**config.mk**
```make
export PLATFORM = sky130hd
export DESIGN_NAME = alu_writeback_flat
export DESIGN_NICKNAME = d
export VERILOG_FILES = /design/src/rtl/alu_pkg.sv /design/src/rtl/alu_writeback_if.sv /design/src/rtl/alu_regfile.sv /design/src/rtl/alu_writeback.sv /design/src/flat_wrapper.sv
export SDC_FILE = /design/constraint.sdc
export NUM_CORES = 1
export LEC_CHECK = 0
export ABC_AREA = 1
export BUFFER_PORTS_ARGS = -buffer_cell sky130_fd_sc_hd__clkbuf_2
export CAP_MARGIN = 20
export CORE_MARGIN = 3
export CORE_UTILIZATION = 46
export CTS_CLUSTER_SIZE = 10
export DETAILED_ROUTE_END_ITERATION = 10
export HOLD_SLACK_MARGIN = 0.03
export PLACE_DENSITY = 0.69
export SYNTH_ARGS = -nofsm -noshare
export SYNTH_HDL_FRONTEND = slang
export SYNTH_SLANG_ARGS = --single-unit
export TNS_END_PERCENT = 20
```
**constraint.sdc**
```tcl
create_clock -name clk -period 2.1 [get_ports clk]
set_clock_uncertainty 0.05 [all_clocks]
set_input_delay 0.63 -clock clk [delete_from_list [all_inputs] [get_ports clk]]
set_output_delay 0.63 -clock clk [all_outputs]
set_load 0.01 [all_outputs]
```
**src/rtl/alu_pkg.sv**
```systemverilog
// Shared constants, entry struct and mode decode for the ALU writeback slice.
package alu_pkg;
  localparam int DW = 4;

  localparam logic [3:0] ADD  = 4'b0000;
  localparam logic [3:0] ADC  = 4'b0001;
  localparam logic [3:0] SUB  = 4'b0010;
  localparam logic [3:0] SBB  = 4'b0011;
  localparam logic [3:0] SHL  = 4'b0100;
  localparam logic [3:0] SHR  = 4'b0101;
  localparam logic [3:0] AND  = 4'b0110;
  localparam logic [3:0] OR   = 4'b0111;
  localparam logic [3:0] NOT  = 4'b1000;
  localparam logic [3:0] XOR  = 4'b1001;
  localparam logic [3:0] NAND = 4'b1010;
  localparam logic [3:0] NOR  = 4'b1011;

  localparam int FLAG_C  = 0;
  localparam int FLAG_B  = 1;
  localparam int FLAG_Z  = 2;
  localparam int FLAG_LT = 3;

  typedef struct packed {
    logic [3:0]    mode;
    logic          we;
    logic [DW-1:0] result;
    logic [3:0]    flags;
  } wb_entry_t;

  function automatic logic mode_is_valid(input logic [3:0] mode);
    return mode <= NOR;
  endfunction
endpackage

```
**src/rtl/alu_writeback_if.sv**
```systemverilog
// ALU result handshake into the writeback stage.
interface alu_writeback_if #(parameter int NREGS = 4);
  import alu_pkg::*;
  localparam int RAW = $clog2(NREGS);

  logic          in_valid;
  logic          in_ready;
  logic [3:0]    in_mode;
  logic          in_we;
  logic [RAW-1:0] in_dst;
  logic [DW-1:0] in_result;
  logic [3:0]    in_flags;

  modport master (output in_valid, in_mode, in_we, in_dst, in_result, in_flags,
                  input  in_ready);
  modport slave  (input  in_valid, in_mode, in_we, in_dst, in_result, in_flags,
                  output in_ready);
endinterface

```
**src/rtl/alu_regfile.sv**
```systemverilog
// NREGS x DW register file: one write port, two combinational read ports.
module alu_regfile
  import alu_pkg::*;
#(
  parameter  int NREGS = 4,
  localparam int RAW   = $clog2(NREGS)
) (
  input  logic           clk,
  input  logic           rst,
  input  logic           we,
  input  logic [RAW-1:0] waddr,
  input  logic [DW-1:0]  wdata,
  input  logic [RAW-1:0] ra_sel,
  input  logic [RAW-1:0] rb_sel,
  output logic [DW-1:0]  ra,
  output logic [DW-1:0]  rb
);
  logic [NREGS-1:0][DW-1:0] mem;

  always_ff @(posedge clk or posedge rst) begin
    if (rst) begin
      mem <= '0;
    end else begin
      for (int i = 0; i < NREGS; i++)
        if (we && waddr == RAW'(i)) mem[i] <= wdata;
    end
  end

  assign ra = mem[ra_sel];
  assign rb = mem[rb_sel];
endmodule

```
**src/rtl/alu_writeback.sv**
```systemverilog
// ALU writeback: one-entry pending register, masked flag commit, register file.
// ALU_WB_FORWARD_EN: bypass the pending entry onto read ports and flag outputs.
module alu_writeback
  import alu_pkg::*;
#(
  parameter  int NREGS = 4,
  localparam int RAW   = $clog2(NREGS)
) (
  input  logic           clk,
  input  logic           rst,
  alu_writeback_if.slave in_if,
  input  logic           stall,
  input  logic [RAW-1:0] rd_a_sel,
  input  logic [RAW-1:0] rd_b_sel,
  output logic [DW-1:0]  rd_a,
  output logic [DW-1:0]  rd_b,
  output logic           carry_f,
  output logic           borrow_f,
  output logic           zero_f,
  output logic           lt_f,
  output logic           illegal,
  output logic           commit
);
  wb_entry_t      pend;
  logic [RAW-1:0] pend_dst;
  logic           pend_valid;
  logic           pend_ok;
  logic           accept;
  logic           rf_we;
  logic [3:0]     flags_q, flags_nxt;
  logic [DW-1:0]  rf_a, rf_b;

  assign in_if.in_ready = !pend_valid || !stall;
  assign accept         = in_if.in_valid && in_if.in_ready;
  assign commit         = pend_valid && !stall;
  assign pend_ok        = pend_valid && mode_is_valid(pend.mode);
  assign rf_we          = commit && pend_ok && pend.we;

  // Carry/borrow raw bits are only driven by the ALU in ADC/SBB.
  always_comb begin
    flags_nxt = flags_q;
    if (pend_ok) begin
      flags_nxt[FLAG_Z]  = pend.flags[FLAG_Z];
      flags_nxt[FLAG_LT] = pend.flags[FLAG_LT];
      if (pend.mode == ADC) flags_nxt[FLAG_C] = pend.flags[FLAG_C];
      if (pend.mode == SBB) flags_nxt[FLAG_B] = pend.flags[FLAG_B];
    end
  end

  always_ff @(posedge clk or posedge rst) begin
    if (rst) begin
      pend       <= '0;
      pend_dst   <= '0;
      pend_valid <= 1'b0;
      flags_q    <= '0;
      illegal    <= 1'b0;
    end else begin
      if (accept) begin
        pend     <= '{mode: in_if.in_mode, we: in_if.in_we,
                      result: in_if.in_result, flags: in_if.in_flags};
        pend_dst <= in_if.in_dst;
      end
      // Commit and capture on the same edge keeps the entry occupied.
      if (accept)      pend_valid <= 1'b1;
      else if (commit) pend_valid <= 1'b0;
      if (commit) begin
        flags_q <= flags_nxt;
        if (!mode_is_valid(pend.mode)) illegal <= 1'b1;
      end
    end
  end

  alu_regfile #(.NREGS(NREGS)) u_rf (
    .clk    (clk),
    .rst    (rst),
    .we     (rf_we),
    .waddr  (pend_dst),
    .wdata  (pend.result),
    .ra_sel (rd_a_sel),
    .rb_sel (rd_b_sel),
    .ra     (rf_a),
    .rb     (rf_b)
  );

`ifdef ALU_WB_FORWARD_EN
  assign rd_a = (pend_ok && pend.we && pend_dst == rd_a_sel) ? pend.result : rf_a;
  assign rd_b = (pend_ok && pend.we && pend_dst == rd_b_sel) ? pend.result : rf_b;
  assign {lt_f, zero_f, borrow_f, carry_f} = flags_nxt;
`else
  assign rd_a = rf_a;
  assign rd_b = rf_b;
  assign {lt_f, zero_f, borrow_f, carry_f} = flags_q;
`endif
endmodule

```
**src/flat_wrapper.sv**
```systemverilog
// flat-port wrapper written by rule: the top's interface ports become plain ports
module alu_writeback_flat import alu_pkg::*;
#(
  parameter  int NREGS = 4,
  localparam int RAW   = $clog2(NREGS)
)
  (clk, rst, stall, rd_a_sel, rd_b_sel, rd_a, rd_b, carry_f, borrow_f, zero_f, lt_f, illegal, commit, in_if_in_valid, in_if_in_mode, in_if_in_we, in_if_in_dst, in_if_in_result, in_if_in_flags, in_if_in_ready);
  alu_writeback_if #(.NREGS(NREGS)) in_if_i ();
  input  logic clk;
  input  logic rst;
  input  logic stall;
  input  logic [RAW-1:0] rd_a_sel;
  input  logic [RAW-1:0] rd_b_sel;
  output logic [DW-1:0] rd_a;
  output logic [DW-1:0] rd_b;
  output logic carry_f;
  output logic borrow_f;
  output logic zero_f;
  output logic lt_f;
  output logic illegal;
  output logic commit;
  input wire logic [$bits(in_if_i.in_valid)-1:0] in_if_in_valid;
  input wire logic [$bits(in_if_i.in_mode)-1:0] in_if_in_mode;
  input wire logic [$bits(in_if_i.in_we)-1:0] in_if_in_we;
  input wire logic [$bits(in_if_i.in_dst)-1:0] in_if_in_dst;
  input wire logic [$bits(in_if_i.in_result)-1:0] in_if_in_result;
  input wire logic [$bits(in_if_i.in_flags)-1:0] in_if_in_flags;
  output wire logic [$bits(in_if_i.in_ready)-1:0] in_if_in_ready;
  assign in_if_i.in_valid = in_if_in_valid;
  assign in_if_i.in_mode = in_if_in_mode;
  assign in_if_i.in_we = in_if_in_we;
  assign in_if_i.in_dst = in_if_in_dst;
  assign in_if_i.in_result = in_if_in_result;
  assign in_if_i.in_flags = in_if_in_flags;
  assign in_if_in_ready = in_if_i.in_ready;
  alu_writeback #(.NREGS(NREGS)) u_core (.clk(clk), .rst(rst), .in_if(in_if_i), .stall(stall), .rd_a_sel(rd_a_sel), .rd_b_sel(rd_b_sel), .rd_a(rd_a), .rd_b(rd_b), .carry_f(carry_f), .borrow_f(borrow_f), .zero_f(zero_f), .lt_f(lt_f), .illegal(illegal), .commit(commit));
endmodule
```
# Yosys cells after proc, flatten, opt, wreduce, memory -nomap -nowiden
# Index checks and enable logic that the tools add are counted.
# totals
register_bits	37
input_bits	23
# op_classes
n_lt_le_gt_ge	3
eq_ne	5
muxes	6
n_bitwise	1
reduce_logical	18
# op_table
operator	count
4-bit binary-select mux with 2-bit select	2
1-bit logical AND	9
4-bit two-way mux	2
2-bit by 3-bit less-than comparator with 1-bit output (second input constant)	2
3-bit AND reduction	2
2-bit == test (second input constant)	2
4-bit by 1-bit == test with 1-bit output (second input constant)	1
4-bit by 2-bit == test with 1-bit output (second input constant)	1
4-bit <= comparator (second input constant)	1
2-bit AND reduction	2
2-bit by 1-bit == test with 1-bit output (second input constant)	1
1-bit zero test	2
2-bit zero test	1
1-bit two-way mux	2
2-bit nonzero test	1
1-bit logical OR	1
1-bit inverter	1

# Depth between registers and ports, before layout
# logic_depth
word_depth	5
ltp_mapped	6

# Cells and area by module
# From an unflattened synthesis, not the netlist that was laid out.
# hier_totals
hier_cells	253
hier_area_um2	1888.1
# modules_own_cells
mod	instances	cells_each	area_per_inst_um2	seq_area_each_um2
alu_regfile	1	151	1007.2	400.4
alu_writeback	1	102	880.8	525.5

# Worst setup path after synthesis
# No wires, ideal clock.
# synth_timing
path_kind	input-to-output
from	in rd_a_sel[0]
to	out rd_a[0]
t_arrival_ns	1.183
required_ns	1.420
slack_ns	0.237
path_stages	4
path_buffers	1
cell_sequence	inv_1 > buf_2 > o21ai_0 > o21ai_0
# synth_via
elab_chain_len	2
# synth_rtl
item	line	text
start: declaration	flat_wrapper.sv:12	input logic [RAW-1:0] rd_a_sel;
4-bit binary-select mux with 2-bit select	alu_regfile.sv:29	assign ra = mem[ra_sel];
4-bit two-way mux (implied by the code)	alu_regfile.sv:29	
end: declaration	flat_wrapper.sv:14	output logic [DW-1:0] rd_a;
# Every way passes these cells. The select of a mux whose other input is x is not followed.

# Worst setup path in the final report
# layout_timing
from	in rd_b_sel[0]
to	out rd_b[0]
# layout_via
elab_chain_len	2
# layout_rtl
item	line	text
start: declaration	flat_wrapper.sv:13	input logic [RAW-1:0] rd_b_sel;
4-bit binary-select mux with 2-bit select	alu_regfile.sv:30	assign rb = mem[rb_sel];
4-bit two-way mux (implied by the code)	alu_regfile.sv:30	
end: declaration	flat_wrapper.sv:15	output logic [DW-1:0] rd_b;
# Every way passes these cells. The select of a mux whose other input is x is not followed.

==> results.txt <==
Status: finished clean
Critical Path Start Type: primary input
Leakage power: 1.152 nW
Largest family of logic cells by synthesized area: simple AND/OR/NAND/NOR gates
CP Max Fanout: 6
Post-layout min period: 2.063 ns
Worst-Margin Slew: 0.4511 ns
Worst setup EP type: primary output
Avg WL per Cell: 12.43 µm
Area grow syn2layout: 20.10%
Tcrit/Tclk final: 98.26%
Starting density of the core: 48.08%
Fraction of the mapped netlist area in simple logic gates: 31.51%
Yosys warns: 0
Max-slew violations: 0
Via density: 5.158
Die Y: 68.33 µm
Post-synth net total: 249
Clock slew at reported path FFs: 0.07 ns
Post-route cell area: 2146 µm²
Final Setup Violations: 0
Critical Path RT: 1.42 ns
Area share of xor/xnor cells in the synthesized design: 0%
Synth unique cells: 17
First-pass GRT wire length: 6.382 mm
Multiplexer share of the synthesized area: 0%
Initial DRC Count: 33
Post-Route WL: 3.940 mm
GP Congestion: 0.7261
First-pass iteration count of the detailed router: 4
CP max stage cell: buf_4
Slew margin rel.: 69.93%
Post-synthesis sequential area ratio: 51.82%
Synth top area share: 51.82%
Post-Syn Area: 1787 µm²
Pwr dens: 956.6 nW/µm²
Most area-hungry cell type in the Yosys netlist: dfrtp_1
Crit path cell chain: buf_4, clkinvlp_4, buf_4, o21ai_1, o21ai_1, clkbuf_2
Nets: 293
Critical path class: primary input to primary output
Via Count: 1635
CTS Root Cell: clkbuf_8
Hold buffer count at CTS: 0
Final Hold Fails: 0
ANT nets after route: 0
Tot GR Track Use: 18.42%
Complex-gate fraction of the synthesized area: 10.36%
Setup_tns: 0 ns
Inserted Clock Buffers: 5
RSZ-0062 raised after global routing: true
CTS tree: yes
Largest net degree at the start of global routing: 38
Dpl hpwl: 2.791 mm
Die ar.: 4668 µm²
TritonCTS Sinks: 37
Worst hold path class: primary input to async pin
DIE WIDTH: 68.33 µm
Adder-cell share of the synthesized area: 0%
Placeable Area: 3716 µm²
Initial antenna violation count: 0
DRC: 0
Mapped Avg Cell Area: 7.906 µm²
Layout cell share with drive strength beyond 1: 23.05%
Clock buffer depth: 2
# diodes: 0
Worst-Skew Late Latency: 0.29 ns
Vias in the first global route: 1447
Io pins: 38
Fmax: 484.6 MHz
Worst path max stage delay: 0.18 ns
GRT overflow: 0
Flop and latch count out of synthesis: 37
# rows: 22
Gate Count Post-Synth: 226
Area post-placement: 2021 µm²
Largest cells by area after synthesis: dfrtp_1 (52%), nand2_1 (15%), o21ai_0 (6.7%)
Buffers on Ports: 37
Worst EP arrival: 1.38 ns
CTS H-tree depth: 2
Max cap viols: 0
Worst vdd ir: 0.4927 mV
[cell usage after synthesis (all sizes together)]
| cell | instances |
|---|---|
| or2 | 1 |
| clkbuf | 3 |
| buf | 6 |
| o22ai | 2 |
| nand4 | 17 |
| nand3 | 17 |
| inv | 15 |
| dfrtp | 37 |
| o21bai | 1 |
| o21ai | 24 |
| a21oi | 9 |
| nand2 | 74 |
| nor2 | 20 |
[registers in the layout (all words and copies together) (netlist names)]
signal,cells
u_core.pend,13
u_core.illegal,1
u_core.pend_valid,1
u_core.u_rf.mem,16
u_core.pend_dst,2
u_core.flags_q,4
[timing repair]
item	4_1_cts	5_1_grt
buffers inserted	0	3
resized for setup	0	23
setup endpoints to repair	0	6
[through the flow]
stage	hold WS, ns	cells	worst slack, ns	util [%]	power (mW)
6_report	0.3626	317	0.03651	57.74	2.053
4_1_cts	0.3840	314	0.06989	56.36	2.037
5_1_grt	0.3971	317	-0.04147	57.74	2.210
2_1_floorplan	0.3919	226	0.2369	-	1.385
3_3_place_gp	0.4062	308	0.07614	54.38	1.571
3_5_place_dp	0.4078	308	0.07037	54.38	1.584
[critical path, delay by kind of cell]
kind                   cells  cell delay (ns)
AOI/OAI and AO/OA          2             0.20
buffers and inverters      4             0.56
[cell usage in the layout (no fill, tap or decap)]
cell type,instances
clkinvlp_4,1
nand2_2,2
a21oi_2,2
buf_4,9
nor2_1,19
o21bai_1,1
o21ai_1,7
buf_2,1
nand2_1,72
a21oi_1,7
clkbuf_2,35
or2_2,1
clkinv_2,1
buf_6,1
dfrtp_1,37
nand4_1,17
nor2_4,1
o21ai_2,3
nand3_1,17
inv_1,14
o21ai_0,14
clkbuf_8,5
o22ai_1,2
[power by group]
| part | total [mW] | switching [mW] | internal, mW |
|---|---|---|---|
| sequential | 1.07 | 0.163 | 0.908 |
| combinational | 0.530 | 0.312 | 0.218 |
| clock | 0.451 | 0.233 | 0.218 |
| total | 2.05 | 0.709 | 1.34 |
[final cells by class]
class / instances / area, µm²
Multi-Input combinational cell: 165 / 767.0
Inverter: 15 / 60.06
Fill cell: 374 / 1570
Timing Repair Buffer: 46 / 259.0
Tap cell: 48 / 60.06
Sequential cell: 37 / 925.9
Clock buffer: 5 / 68.82
Clock inverter: 1 / 5.005
[final timing paths]
path	startpoint	endpoint	slack, ns	depth (start not counted)
max in group asynchronous	rst	u_core.flags_q[1]$_DFFE_PP0P_	1.32	3
min in group clk	u_core.flags_q[0]$_DFFE_PP0P_	u_core.flags_q[0]$_DFFE_PP0P_	0.42	2
min	rst	u_core.flags_q[2]$_DFFE_PP0P_	0.36	3
min reg2reg	u_core.flags_q[0]$_DFFE_PP0P_	u_core.flags_q[0]$_DFFE_PP0P_	0.42	2
max reg2reg	u_core.pend[12]$_DFFE_PP0P_	u_core.u_rf.mem[8]$_DFFE_PP0P_	0.61	6
max	rd_b_sel[0]	rd_b[0]	0.04	6
[layer usage]
metal,up-vias,GRT usage (%),part of all wire [%]
met5,-,0,0
met1,743,23.56,47
li1,840,-,-
met4,0,6.700,1.2
met3,5,5.090,4.5
met2,47,29.72,47
[cells by family after synthesis]
| kind of cell | count (synthesis) |
|---|---|
| AOI/OAI and AO/OA | 36 |
| buffers and inverters | 24 |
| DFF | 37 |
| and+or+nand+nor | 129 |
Note: power is estimated with default switching activity, not from simulation.
